### src/rtl/sum_tx_pkg.sv
// rtl/sum_tx_pkg.sv - shared states, ASCII constants and hex helper for the sum/TX sequencer
package sum_tx_pkg;

  typedef enum logic [2:0] {
    IDLE = 3'd0,
    LOAD = 3'd1,
    SEND = 3'd2,
    ACK  = 3'd3,
    WAIT = 3'd4
  } seq_state_e;

  localparam logic [7:0] ASCII_CR    = 8'h0D;
  localparam logic [7:0] ASCII_LF    = 8'h0A;
  localparam logic [7:0] ASCII_0     = 8'h30;
  localparam logic [7:0] ASCII_A_M10 = 8'h37;

  // 'A' - 10, so nibbles 10..15 land on 0x41..0x46
  function automatic logic [7:0] hex_to_ascii(input logic [3:0] nibble);
    if (nibble < 4'd10) return ASCII_0 + {4'b0000, nibble};
    else                return ASCII_A_M10 + {4'b0000, nibble};
  endfunction

endpackage

### src/rtl/button_debounce.sv
// rtl/button_debounce.sv - active-low button synchronizer, debouncer and press-pulse generator
module button_debounce #(
  parameter int DEBOUNCE_CYCLES = 50000,
  parameter int SYNC_STAGES     = 2
) (
  input  logic clk,
  input  logic rst_n,
  input  logic btn_n_i,
  output logic press_o
);

  localparam int CNT_W = $clog2(DEBOUNCE_CYCLES + 1);

  logic [SYNC_STAGES-1:0] sync_q;
  logic                   stable_q, stable_d;
  logic [CNT_W-1:0]       cnt_q, cnt_d;
  logic                   press_q, press_d;
  logic                   synced;

  assign synced  = sync_q[SYNC_STAGES-1];
  assign press_o = press_q;

  // Any cycle that agrees with the accepted level restarts the count, so glitches vanish.
  always_comb begin
    stable_d = stable_q;
    cnt_d    = '0;
    press_d  = 1'b0;
    if (synced != stable_q) begin
      if (cnt_q == CNT_W'(DEBOUNCE_CYCLES - 1)) begin
        stable_d = synced;
        press_d  = ~synced;
      end else begin
        cnt_d = cnt_q + CNT_W'(1);
      end
    end
  end

  always_ff @(posedge clk or negedge rst_n) begin
    if (!rst_n) begin
      sync_q   <= '1;
      stable_q <= 1'b1;
      cnt_q    <= '0;
      press_q  <= 1'b0;
    end else begin
      sync_q[0] <= btn_n_i;
      for (int i = 1; i < SYNC_STAGES; i++) sync_q[i] <= sync_q[i-1];
      stable_q <= stable_d;
      cnt_q    <= cnt_d;
      press_q  <= press_d;
    end
  end

endmodule

### src/rtl/sum_tx_sequencer.sv
// rtl/sum_tx_sequencer.sv - latches operands from debounced buttons and sends their sum as a hex/CR/LF UART frame
module sum_tx_sequencer
  import sum_tx_pkg::*;
#(
  parameter int DATA_W          = 4,
  parameter int DEBOUNCE_CYCLES = 50000,
  parameter int SYNC_STAGES     = 2
) (
  input  logic              clk,
  input  logic              reset_n,
  input  logic              save_a_n,
  input  logic              save_b_n,
  input  logic [DATA_W-1:0] data_input,
  input  logic              tx_busy,
  output logic              tx_start,
  output logic [7:0]        tx_data,
  output logic [DATA_W-1:0] operand_a,
  output logic [DATA_W-1:0] operand_b,
  output logic [DATA_W:0]   sum_out,
  output logic              seq_busy
);

  localparam int SUM_W     = DATA_W + 1;
  localparam int NUM_HEX   = (SUM_W + 3) / 4;
  localparam int FRAME_LEN = NUM_HEX + 2;
  localparam int IDX_W     = $clog2(FRAME_LEN);
  localparam logic [IDX_W-1:0] LAST_IDX = IDX_W'(FRAME_LEN - 1);

  logic press_a, press_b;

  seq_state_e        state_q, state_d;
  logic [IDX_W-1:0]  idx_q, idx_d;
  logic [SUM_W-1:0]  snap_q, snap_d;
  logic              pend_q, pend_d;
  logic [7:0]        txd_q, txd_d;
  logic [DATA_W-1:0] opa_q, opb_q;
  logic [SUM_W-1:0]  sum_q;
  logic [SUM_W-1:0]  sum_now;

  button_debounce #(.DEBOUNCE_CYCLES(DEBOUNCE_CYCLES), .SYNC_STAGES(SYNC_STAGES)) u_deb_a (
    .clk     (clk),
    .rst_n   (reset_n),
    .btn_n_i (save_a_n),
    .press_o (press_a)
  );

  button_debounce #(.DEBOUNCE_CYCLES(DEBOUNCE_CYCLES), .SYNC_STAGES(SYNC_STAGES)) u_deb_b (
    .clk     (clk),
    .rst_n   (reset_n),
    .btn_n_i (save_b_n),
    .press_o (press_b)
  );

  function automatic logic [7:0] frame_byte(input logic [IDX_W-1:0] idx,
                                            input logic [SUM_W-1:0] s);
    logic [4*NUM_HEX-1:0] padded;
    logic [7:0]           b;
    padded = (4*NUM_HEX)'(s);
    b      = ASCII_LF;
    if (idx == IDX_W'(NUM_HEX)) b = ASCII_CR;
    for (int i = 0; i < NUM_HEX; i++)
      if (idx == IDX_W'(i)) b = hex_to_ascii(padded[4*(NUM_HEX-1-i) +: 4]);
    return b;
  endfunction

  // Taken straight from the operand registers: sum_q lags a same-cycle latch by one clock.
  assign sum_now = SUM_W'(opa_q) + SUM_W'(opb_q);

  always_comb begin
    state_d  = state_q;
    idx_d    = idx_q;
    snap_d   = snap_q;
    pend_d   = pend_q;
    txd_d    = txd_q;
    tx_start = 1'b0;
    case (state_q)
      IDLE: if (press_b || pend_q) state_d = LOAD;
      LOAD: begin
        snap_d  = sum_now;
        idx_d   = '0;
        pend_d  = 1'b0;
        txd_d   = frame_byte('0, sum_now);
        state_d = SEND;
      end
      SEND: if (!tx_busy) begin
        tx_start = 1'b1;
        state_d  = ACK;
      end
      ACK:  state_d = WAIT;
      WAIT: if (!tx_busy) begin
        if (idx_q == LAST_IDX) begin
          state_d = IDLE;
        end else begin
          idx_d   = idx_q + IDX_W'(1);
          txd_d   = frame_byte(idx_q + IDX_W'(1), snap_q);
          state_d = SEND;
        end
      end
      default: state_d = IDLE;
    endcase
    // A press during LOAD misses the snapshot, so it must queue a frame too.
    if (press_b && state_q != IDLE) pend_d = 1'b1;
  end

  always_ff @(posedge clk or negedge reset_n) begin
    if (!reset_n) begin
      state_q <= IDLE;
      idx_q   <= '0;
      snap_q  <= '0;
      pend_q  <= 1'b0;
      txd_q   <= '0;
      opa_q   <= '0;
      opb_q   <= '0;
      sum_q   <= '0;
    end else begin
      state_q <= state_d;
      idx_q   <= idx_d;
      snap_q  <= snap_d;
      pend_q  <= pend_d;
      txd_q   <= txd_d;
      if (press_a) opa_q <= data_input;
      if (press_b) opb_q <= data_input;
      sum_q   <= sum_now;
    end
  end

  assign tx_data   = txd_q;
  assign operand_a = opa_q;
  assign operand_b = opb_q;
  assign sum_out   = sum_q;
  assign seq_busy  = (state_q != IDLE) || pend_q;

endmodule

### config.mk
export PLATFORM = sky130hd
export DESIGN_NAME = sum_tx_sequencer
export DESIGN_NICKNAME = d
export VERILOG_FILES = /design/src/rtl/sum_tx_pkg.sv /design/src/rtl/button_debounce.sv /design/src/rtl/sum_tx_sequencer.sv
export SDC_FILE = /design/constraint.sdc
export NUM_CORES = 1
export LEC_CHECK = 0
export CORE_MARGIN = 10
export CORE_UTILIZATION = 40
export CTS_BUF_LIST = sky130_fd_sc_hd__clkbuf_16
export CTS_CLUSTER_DIAMETER = 100
export DETAILED_ROUTE_END_ITERATION = 7
export PLACE_DENSITY = 0.7
export SYNTH_ARGS = -nofsm -noshare
export SYNTH_HDL_FRONTEND = slang
export SYNTH_SLANG_ARGS = --single-unit
### constraint.sdc
create_clock -name clk -period 2 [get_ports clk]
set_input_delay 0.5 -clock clk [delete_from_list [all_inputs] [get_ports clk]]
set_output_delay 0.5 -clock clk [all_outputs]
set_load 0.01 [all_outputs]
# Yosys cells after proc, flatten, opt, wreduce, memory -nomap -nowiden
# Cells that the tools add are included.
dict set report word_totals {
  regBits 72
  wordCells 81
  output_inout_bits 23
  inputBits 9
}
dict set report op_classes {
  n_lt_le_gt_ge 1
  n_eq_ne 15
  n_reduce_logical 12
  muxes 27
  n_bitwise 2
  addsub 8
}
# op n
set ops {}
lappend ops {{16-bit two-way mux} 4}
lappend ops {{16-bit by 1-bit adder with 16-bit output (second input constant)} 2}
lappend ops {{16-bit equality test (second input constant)} 2}
lappend ops {{8-bit two-way mux} 4}
lappend ops {{8-bit one-hot mux with 2 select lines} 1}
lappend ops {{3-bit one-hot mux with 5 select lines} 1}
lappend ops {{6-bit by 1-bit adder with 7-bit output (first input constant)} 2}
lappend ops {{6-bit by 4-bit adder with 7-bit output (first input constant)} 2}
lappend ops {{3-bit two-way mux} 4}
lappend ops {{1-bit two-way mux} 8}
lappend ops {{2-bit inequality test (second input constant)} 4}
lappend ops {{7-bit two-way mux} 1}
lappend ops {{3-bit by 2-bit equality test with 1-bit output (second input constant)} 2}
lappend ops {{2-bit two-way mux} 3}
lappend ops {{3-bit AND reduction} 2}
lappend ops {{4-bit by 4-bit adder with 5-bit output} 1}
lappend ops {{2-bit equality test (second input constant)} 2}
lappend ops {{4-bit < comparator (second input constant)} 1}
lappend ops {{2-bit one-hot mux with 2 select lines} 1}
lappend ops {{2-bit AND reduction} 2}
lappend ops {{2-bit nonzero test} 2}
lappend ops {{3-bit by 1-bit equality test with 1-bit output (second input constant)} 1}
lappend ops {{3-bit equality test (second input constant)} 1}
lappend ops {{3-bit zero test} 1}
lappend ops {{8 further kinds} 11}

# Logic depth before layout (Yosys ltp)
# Gate-level depths: netlist (run 1).
dict set report depth {
  depth_word 8
  ltp_mapped 7
  ltp_nobuf 7
}

# Hierarchy
# Synthesis (run 1) repeated with hierarchy kept, for this count alone.
dict set report hier_totals {
  cells_unflattened 313
  hier_area_um2 3409.5
}
# mod cells_each seq_area_each_um2 instances area_each_um2
set by_module_without_submodules {}
lappend by_module_without_submodules {button_debounce 86 504.2 2 930.9}
lappend by_module_without_submodules {sum_tx_sequencer 141 775.7 1 1547.7}

# Worst setup path before layout (run 1)
# OpenSTA, ideal clock, no wires.
dict set report synth_path {
  path_kind {register to register}
  start {register u_deb_a.cnt_q[5]}
  end {register u_deb_a.cnt_q[15]}
  required_time_ps 1922
  setup_ps 78
  arrival_time_ps 1560
  path_slack_ps 362
  path_stages_with_launch 5
  cell_sequence {dfrtp_1 > nand3_2 > or4_4 > or3_1 > a21oi_1}
}
dict set report synth_via {
  elab_chain_cells 3
  word_cells_on_any_way 4
  classes_between {1 x add/sub; 1 x eq/ne; 2 x mux}
}
# element line_no
set synth_rtl {}
lappend synth_rtl {{start, declared} button_debounce.sv:16} ;# logic [CNT_W-1:0] cnt_q, cnt_d;
lappend synth_rtl {{start signal, assigned} button_debounce.sv:48} ;# cnt_q <= cnt_d;
lappend synth_rtl {{16-bit by 1-bit adder with 16-bit output / 16-bit equality test (equally long branches)} {button_debounce.sv:33, button_debounce.sv:29}}
lappend synth_rtl {{16-bit two-way mux *} button_debounce.sv:29} ;# if (cnt_q == CNT_W'(DEBOUNCE_CYCLES - 1)) begin
lappend synth_rtl {{16-bit two-way mux *} button_debounce.sv:28} ;# if (synced != stable_q) begin
lappend synth_rtl {{via u_deb_a.cnt_d[15]} button_debounce.sv:16}
# The timed path passes the listed nets; every way through them passes the cells marked *.
# A chain may end at the register's enable or synchronous reset.

# Final worst setup path (run 1)
dict set report layout_path {
  start {register state_q[2]}
  end {output port seq_busy}
}
dict set report layout_via {
  elab_chain_cells 2
}
# element line_no
set layout_rtl {}
lappend layout_rtl {{start, declared} sum_tx_sequencer.sv:31} ;# seq_state_e state_q, state_d;
lappend layout_rtl {{start signal, assigned} sum_tx_sequencer.sv:116} ;# state_q <= state_d;
lappend layout_rtl {{3-bit nonzero test} sum_tx_sequencer.sv:131} ;# assign seq_busy = (state_q != IDLE) || pend_q;
lappend layout_rtl {{1-bit logical OR} sum_tx_sequencer.sv:131}
lappend layout_rtl {{end, declared} sum_tx_sequencer.sv:20} ;# output logic seq_busy
# No other way between the ends.

==> impl_metrics.csv, run 1 <==
group,metric,value,unit
final_layout,final_util,0.510,
sta,period_share,0.949,
logic_synthesis,ys_warn_count,0,
final_layout,drive_gt1_frac,0.153,
placement,gp_congestion,0.793,
logic_synthesis,seq_area_frac_synth,0.534,
sta,finalHoldViolations,0,
run,cap_violations,0,
drt,postRouteAntennaNets,0,
logic_synthesis,synth_edf_count,0,
grt,overflow,0,
placement,dpl-instance-area,3830,µm²
setup_path,cp_max_fo,2,
clock_network,clock-root-buffer,"clkbuf_16",
grt,antenna_found_initial,0,
grt,track_usage,0.108,
final_layout,final_cell_mix,"dfrtp_1 (65), nor2_1 (39), nand2_1 (33)",
clock_network,clockBufferDepth,2,
floorplanning,die_h,111,µm
floorplanning,start_util,0.409,
clock_network,cts_tree,"yes",
setup_path,slowest_stage,"clkdlybuf4s50_1",
logic_synthesis,syn_area_per_cell,10.6,µm²
logic_synthesis,syn_nets,336,
floorplanning,ios,32,
floorplanning,die-area,12400,µm²
final_layout,fin_nets,381,
final_layout,mostFrequentLayoutCell,"dfrtp_1",
setup_path,crit_family,"buffers and inverters",
drt,routed_via_density,5.05,
logic_synthesis,async_reset_ff_frac,1.00,
final_layout,area_growth,24.8,%
clock_network,clkLatencyLatePin,0.32,ns
final_layout,insertedDiodeCount,0,
grt,grt_pass1_vias,2433,
grt,grt_max_degree,37,
grt,grt_pass1_wl,11.4,mm
outcome,outcome,"complete, no violations",
setup_path,end_kind,"primary output",
placement,port-buffer-count,30,
setup_path,cp_cell_sequence,"nor2_1 > nand2_1 > clkdlybuf4s50_1",
floorplanning,die_w,111,µm
drt,vias,2372,
logic_synthesis,syn-cell-area,3340,µm²
setup_path,cp-start-kind,"flop",
sta,rsz0062_at_grt,"no",
drt,wl_per_cell,13.8,µm
clock_network,htree_levels,3,
clock_network,hold_buffers,0,
placement,place_ws,-0.0813,ns
clock_network,numCtsBuffers,9,
floorplanning,core_area,8180,µm²
logic_synthesis,yosys.cell_types.count,43,
sta,finalMaxSlewViolations,0,
setup_path,critical_path.max_stage_delay,0.48,ns
placement,dp_hpwl,4.70,mm
sta,setup_viol,0,
sta,period_needed,1.90,ns
setup_path,required,1.50,ns
sta,fmax,527,MHz
drt,first_pass_iters,4,
sta,hold_ws,0.0720,ns
drt,drt_wl_total,6.48,mm
clock_network,clk_pin_slew_worst_paths,0.06,ns
final_layout,num-fill-cells,735,
drt,drc_errors,0,
logic_synthesis,ys_seq_elements,71,
clock_network,clock_sinks,71,
floorplanning,rows,33,
logic_synthesis,syn-instance-count,315,
final_layout,fin_area,4170,µm²
sta,setup_slack,0.102,ns
setup_path,cp.arrival,1.40,ns
drt,drt_iter0_drc,105,
power_and_ir_drop,peakVddDrop,0.494,mV
power_and_ir_drop,p_leak,1.80,nW
sta,skew,0.00648,ns
setup_path,path_buf_inv,1,
logic_synthesis,yosys_most_used_dff,"dfrtp_1",
min_path,hold_path_class,"in2async",
setup_path,path_class,"reg2out",
power_and_ir_drop,p_per_area,801,nW/µm²
## path summary, 6_finish.rpt
path | startpoint | to | slack [ns] | cells past startpoint
max in group asynchronous | reset_n | u_deb_a.stable_q$_DFFE_PN1P_ | 1.35 | 2
worst max-delay path | state_q[2]$_DFFE_PN0P_ | seq_busy | 0.10 | 3
worst min register to register | u_deb_a.sync_q[0]$_DFF_PN1_ | u_deb_a.sync_q[1]$_DFF_PN1_ | 0.36 | 0
worst max register to register | u_deb_b.cnt_q[5]$_DFF_PN0_ | u_deb_b.cnt_q[15]$_DFF_PN0_ | 0.23 | 4
worst min-delay path | reset_n | state_q[2]$_DFFE_PN0P_ | 0.07 | 1
min in group clk | u_deb_a.sync_q[0]$_DFF_PN1_ | u_deb_a.sync_q[1]$_DFF_PN1_ | 0.36 | 0
## Yosys cell counts (all sizes together) (4+ instances only)
library cell / count / share of area
nor2: 39 / 0.044
a21oi: 9 / 0.013
ha: 11 / 0.041
o21ai: 14 / 0.021
xnor2: 25 / 0.066
nand2: 33 / 0.037
dfrtp: 65 / 0.49
nor3: 5 / 0.0075
dfstp: 6 / 0.047
clkbuf: 4 / 0.0045
xor2: 5 / 0.013
and3: 5 / 0.0094
mux2: 12 / 0.040
inv: 14 / 0.016
buf: 4 / 0.0067
nand3: 11 / 0.021
nor3b: 4 / 0.012
nand4: 7 / 0.013
nor4: 8 / 0.015
## repair_timing
action | 4_1_cts | 5_1_grt
buffers inserted | 0 | 0
endpoints found under the hold margin | 0 | 0
resized for setup | 1 | 0
endpoints found under the setup margin | 1 | 0
## final cells by class
type / instances / area (µm²) / area share
clock buffers: 9 / 225 / 0.0540
clock inverters: 7 / 113 / 0.0270
inverters: 14 / 52.6 / 0.0126
multi-input cells: 222 / 1470 / 0.352
flip-flops and latches: 71 / 1780 / 0.428
well taps: 105 / 131 / 0.0315
repair buffers: 42 / 397 / 0.0951
## flip-flops by register name (all words and copies together), names as in the netlist, 2 cells and up
name and count:
u_deb_b.cnt_q 16, tx_data 7, u_deb_b.sync_q 2, operand_b 4, sum_out 5, operand_a 4, u_deb_a.cnt_q 16, snap_q 5
u_deb_a.sync_q 2, state_q 3, idx_q 2
## where the power goes
part,internal [mW],switching (mW)
clock network,1.21,0.581
registers,1.45,0.0135
logic,0.0310,0.0505
## kinds of logic after synthesis
logic type | synth area share
buffers and inverters | 0.0270
XOR/XNOR | 0.0786
other | 0.00112
multiplexers | 0.0404
AO/OA/AOI/OAI | 0.0685
adder cells (fa/ha/maj) | 0.0472
AND/OR/NAND/NOR | 0.203
flip-flops | 0.534
## routing by layer
metal	wire [µm]	global-route usage	vias up
met2	3180	0.175	49
met4	115	0.0566	0
met1	2850	0.127	1131
met3	331	0.0327	7
met5	0	0	-
li1	-	-	1185
## stage by stage
step	instances	TNS [ns]	total power, mW
after floorplan	315	0	1.52
after global placement	454	-0.0662	1.57
after detailed placement	454	-0.0813	1.58
after CTS	470	0	3.39
after global routing	470	0	3.47
final	470	0	3.34
(Power assumes the default switching activity.)
==> inputs of run 2 (changes only) <==
- PLACE_DENSITY: 0.7 -> 0.55
==> run 2 against run 1 <==
Core utilization fell by 0.38 points. Total power down 4.1%. Sequential power about the same. Clock skew hardly changed. First-iteration DRC count is 25% lower. Combinational power is 4.9% lower. Non-clock buffer count is 1 lower. Die area stayed put. Via count is 2.8% lower. Fmax fell by 1.1%. Final cell count down 0.21%. Register-to-register slack barely moved. Critical endpoint unchanged. Largest power group unchanged. Highest routed layer unchanged.
==> impl_metrics.csv, run 2 (same netlist as run 1, synthesis figures left out) <==
group,metric,value,unit
setup_path,r2r_slack,0.24,ns
sta,setup_viol,0,
power_and_ir_drop,p_seq_frac,0.458,
sta,rsz0062_at_grt,"no",
placement,dp_hpwl,4.35,mm
grt,grt_pass1_vias,2277,
clock_network,cts_tree,"yes",
sta,period_share,0.959,
final_layout,insertedDiodeCount,0,
power_and_ir_drop,clockPowerShare,0.518,
floorplanning,ios,32,
clock_network,hold_buffers,0,
power_and_ir_drop,peakVddDrop,0.528,mV
drt,drt_wl_total,6.19,mm
power_and_ir_drop,power_switching,0.638,mW
drt,first_pass_iters,4,
drt,drc_errors,0,
drt,wl_per_cell,13.2,µm
clock_network,clk_pin_slew_worst_paths,0.06,ns
clock_network,clock_sinks,71,
drt,wl_met2,2.84,mm
power_and_ir_drop,p_per_area,774,nW/µm²
setup_path,critical_path.max_stage_delay,0.48,ns
floorplanning,die-area,12400,µm²
drt,vias,2306,
drt,top_layer,"met4",
run,cap_violations,0,
setup_path,r2r-start,"u_deb_a.cnt_q[5]$_DFF_PN0_",
power_and_ir_drop,cellInternalPower,2.56,mW
setup_path,slowest_stage,"clkdlybuf4s50_1",
grt,track_usage,0.102,
sta,finalHoldViolations,0,
setup_path,ff2ff_path_depth,4,
floorplanning,die_h,111,µm
final_layout,fin_nets,380,
floorplanning,start_util,0.409,
setup_path,path_class,"reg2out",
final_layout,drive_gt1_frac,0.157,
floorplanning,rows,33,
clock_network,htree_levels,3,
grt,grt_pass1_wl,10.7,mm
power_and_ir_drop,swShare,0.199,
setup_path,cp.arrival,1.42,ns
grt,antenna_found_initial,0,
drt,drt_iter0_drc,79,
clock_network,numCtsBuffers,9,
final_layout,num-fill-cells,742,
grt,overflow,0,
clock_network,clockBufferDepth,2,
floorplanning,core_area,8180,µm²
sta,fmax,521,MHz
final_layout,mostFrequentLayoutCell,"dfrtp_1",
setup_path,required,1.50,ns
sta,tns,0,ns
drt,routed_via_density,4.92,
grt,grt_max_degree,72,
clock_network,clock-root-buffer,"clkbuf_16",
setup_path,cp-start-kind,"flop",
drt,dr_wl_met3,272,µm
sta,period_needed,1.92,ns
drt,met1_length,2.99,mm
placement,gp_congestion,0.804,
setup_path,cp_max_fo,7,
sta,setup_slack,0.0821,ns
outcome,outcome,"complete, no violations",
setup_path,cp_cell_sequence,"nor2_1 > nand2_1 > clkdlybuf4s50_1",
sta,skew,0.00640,ns
min_path,hold_path_class,"in2async",
power_and_ir_drop,p_leak,1.78,nW
placement,place_ws,-0.0798,ns
sta,finalMaxSlewViolations,0,
setup_path,end_kind,"primary output",
setup_path,r2r-end,"u_deb_a.cnt_q[15]$_DFF_PN0_",
drt,postRouteAntennaNets,0,
power_and_ir_drop,combPwrFrac,0.024,
placement,port-buffer-count,30,
floorplanning,die_w,111,µm
final_layout,final_cell_mix,"dfrtp_1 (64), nor2_1 (39), nand2_1 (33)",
clock_network,clkLatencyLatePin,0.32,ns
final_layout,area_growth,23.8,%
[run 2: cell types whose count changed in the layout (fill, tap and decap cells not counted)]
| cell | previous run | this run |
|---|---|---|
| inv_1 | 15 | 14 |
| bufinv_16 | 3 | 2 |
| buf_4 | 11 | 10 |
| dfrtp_2 | 0 | 1 |
| clkinv_4 | 1 | 0 |
| dfrtp_1 | 65 | 64 |
| clkinvlp_4 | 0 | 1 |
| clkinv_2 | 2 | 4 |
[run 2: power by group through the flow]
stage	clock (mW)	sequential [mW]	combinational [mW]
5_1_grt	1.77	1.47	0.0911
3_3_place_gp	0	1.49	0.0808
3_5_place_dp	0	1.49	0.0813
2_1_floorplan	0	1.49	0.0258
4_1_cts	1.71	1.47	0.0818
6_report	1.66	1.47	0.0775
[run 2: repair_timing]
| item | 4_1_cts | 5_1_grt |
|---|---|---|
| cloned | 0 | 0 |
| hold endpoints to repair | 0 | 0 |
| buffers inserted | 0 | 0 |
| setup endpoints to repair | 1 | 1 |
| gates resized for setup | 1 | 1 |
[run 2: per-layer routing]
| metal | GRT usage | vias up |
|---|---|---|
| li1 | - | 1175 |
| met1 | 0.129 | 1087 |
| met2 | 0.155 | 35 |
| met3 | 0.0354 | 9 |
| met4 | 0.0386 | 0 |
| met5 | 0 | - |
[run 2: worst max-delay path by stage]
stage / end / cells past startpoint / start / slack, ns
2_1_floorplan: u_deb_a.cnt_q[15]$_DFF_PN0_ / 4 / u_deb_a.cnt_q[5]$_DFF_PN0_ / 0.36
3_3_place_gp: tx_start / 3 / tx_busy / -0.07
5_1_grt: seq_busy / 3 / state_q[1]$_DFFE_PN0P_ / 0.02
3_5_place_dp: tx_start / 3 / tx_busy / -0.08
6_report: seq_busy / 3 / state_q[1]$_DFFE_PN0P_ / 0.08
4_1_cts: seq_busy / 3 / state_q[1]$_DFFE_PN0P_ / 0.03
[run 2: per-stage QoR]
stage	total power, mW	utilization	std cells	instance area [µm²]	hold slack [ns]
floorplan	1.52	-	315	3340	0.204
global placement	1.57	0.468	453	3830	0.346
detailed placement	1.57	0.468	453	3830	0.347
CTS	3.26	0.506	469	4140	0.206
global route	3.33	0.506	469	4140	0.223
finish	3.20	0.506	469	4140	0.181
[run 2: layout make-up]
cell class,instances,area [µm²],share of cell area
Inverter,14,52.6,0.0127
Clock inverter,7,87.6,0.0212
Multi-Input combinational cell,222,1470,0.355
Clock buffer,9,225,0.0544
Sequential cell,71,1790,0.431
Tap cell,105,131,0.0317
Timing Repair Buffer,41,389,0.0940
[run 2: critical path: cells and delay by family (launching register included)]
| kind | cells | cell delay [ns] |
|---|---|---|
| buffers and inverters | 1 | 0.48 |
| AND/OR/NAND/NOR | 2 | 0.18 |
| flip-flops | 1 | 0.45 |
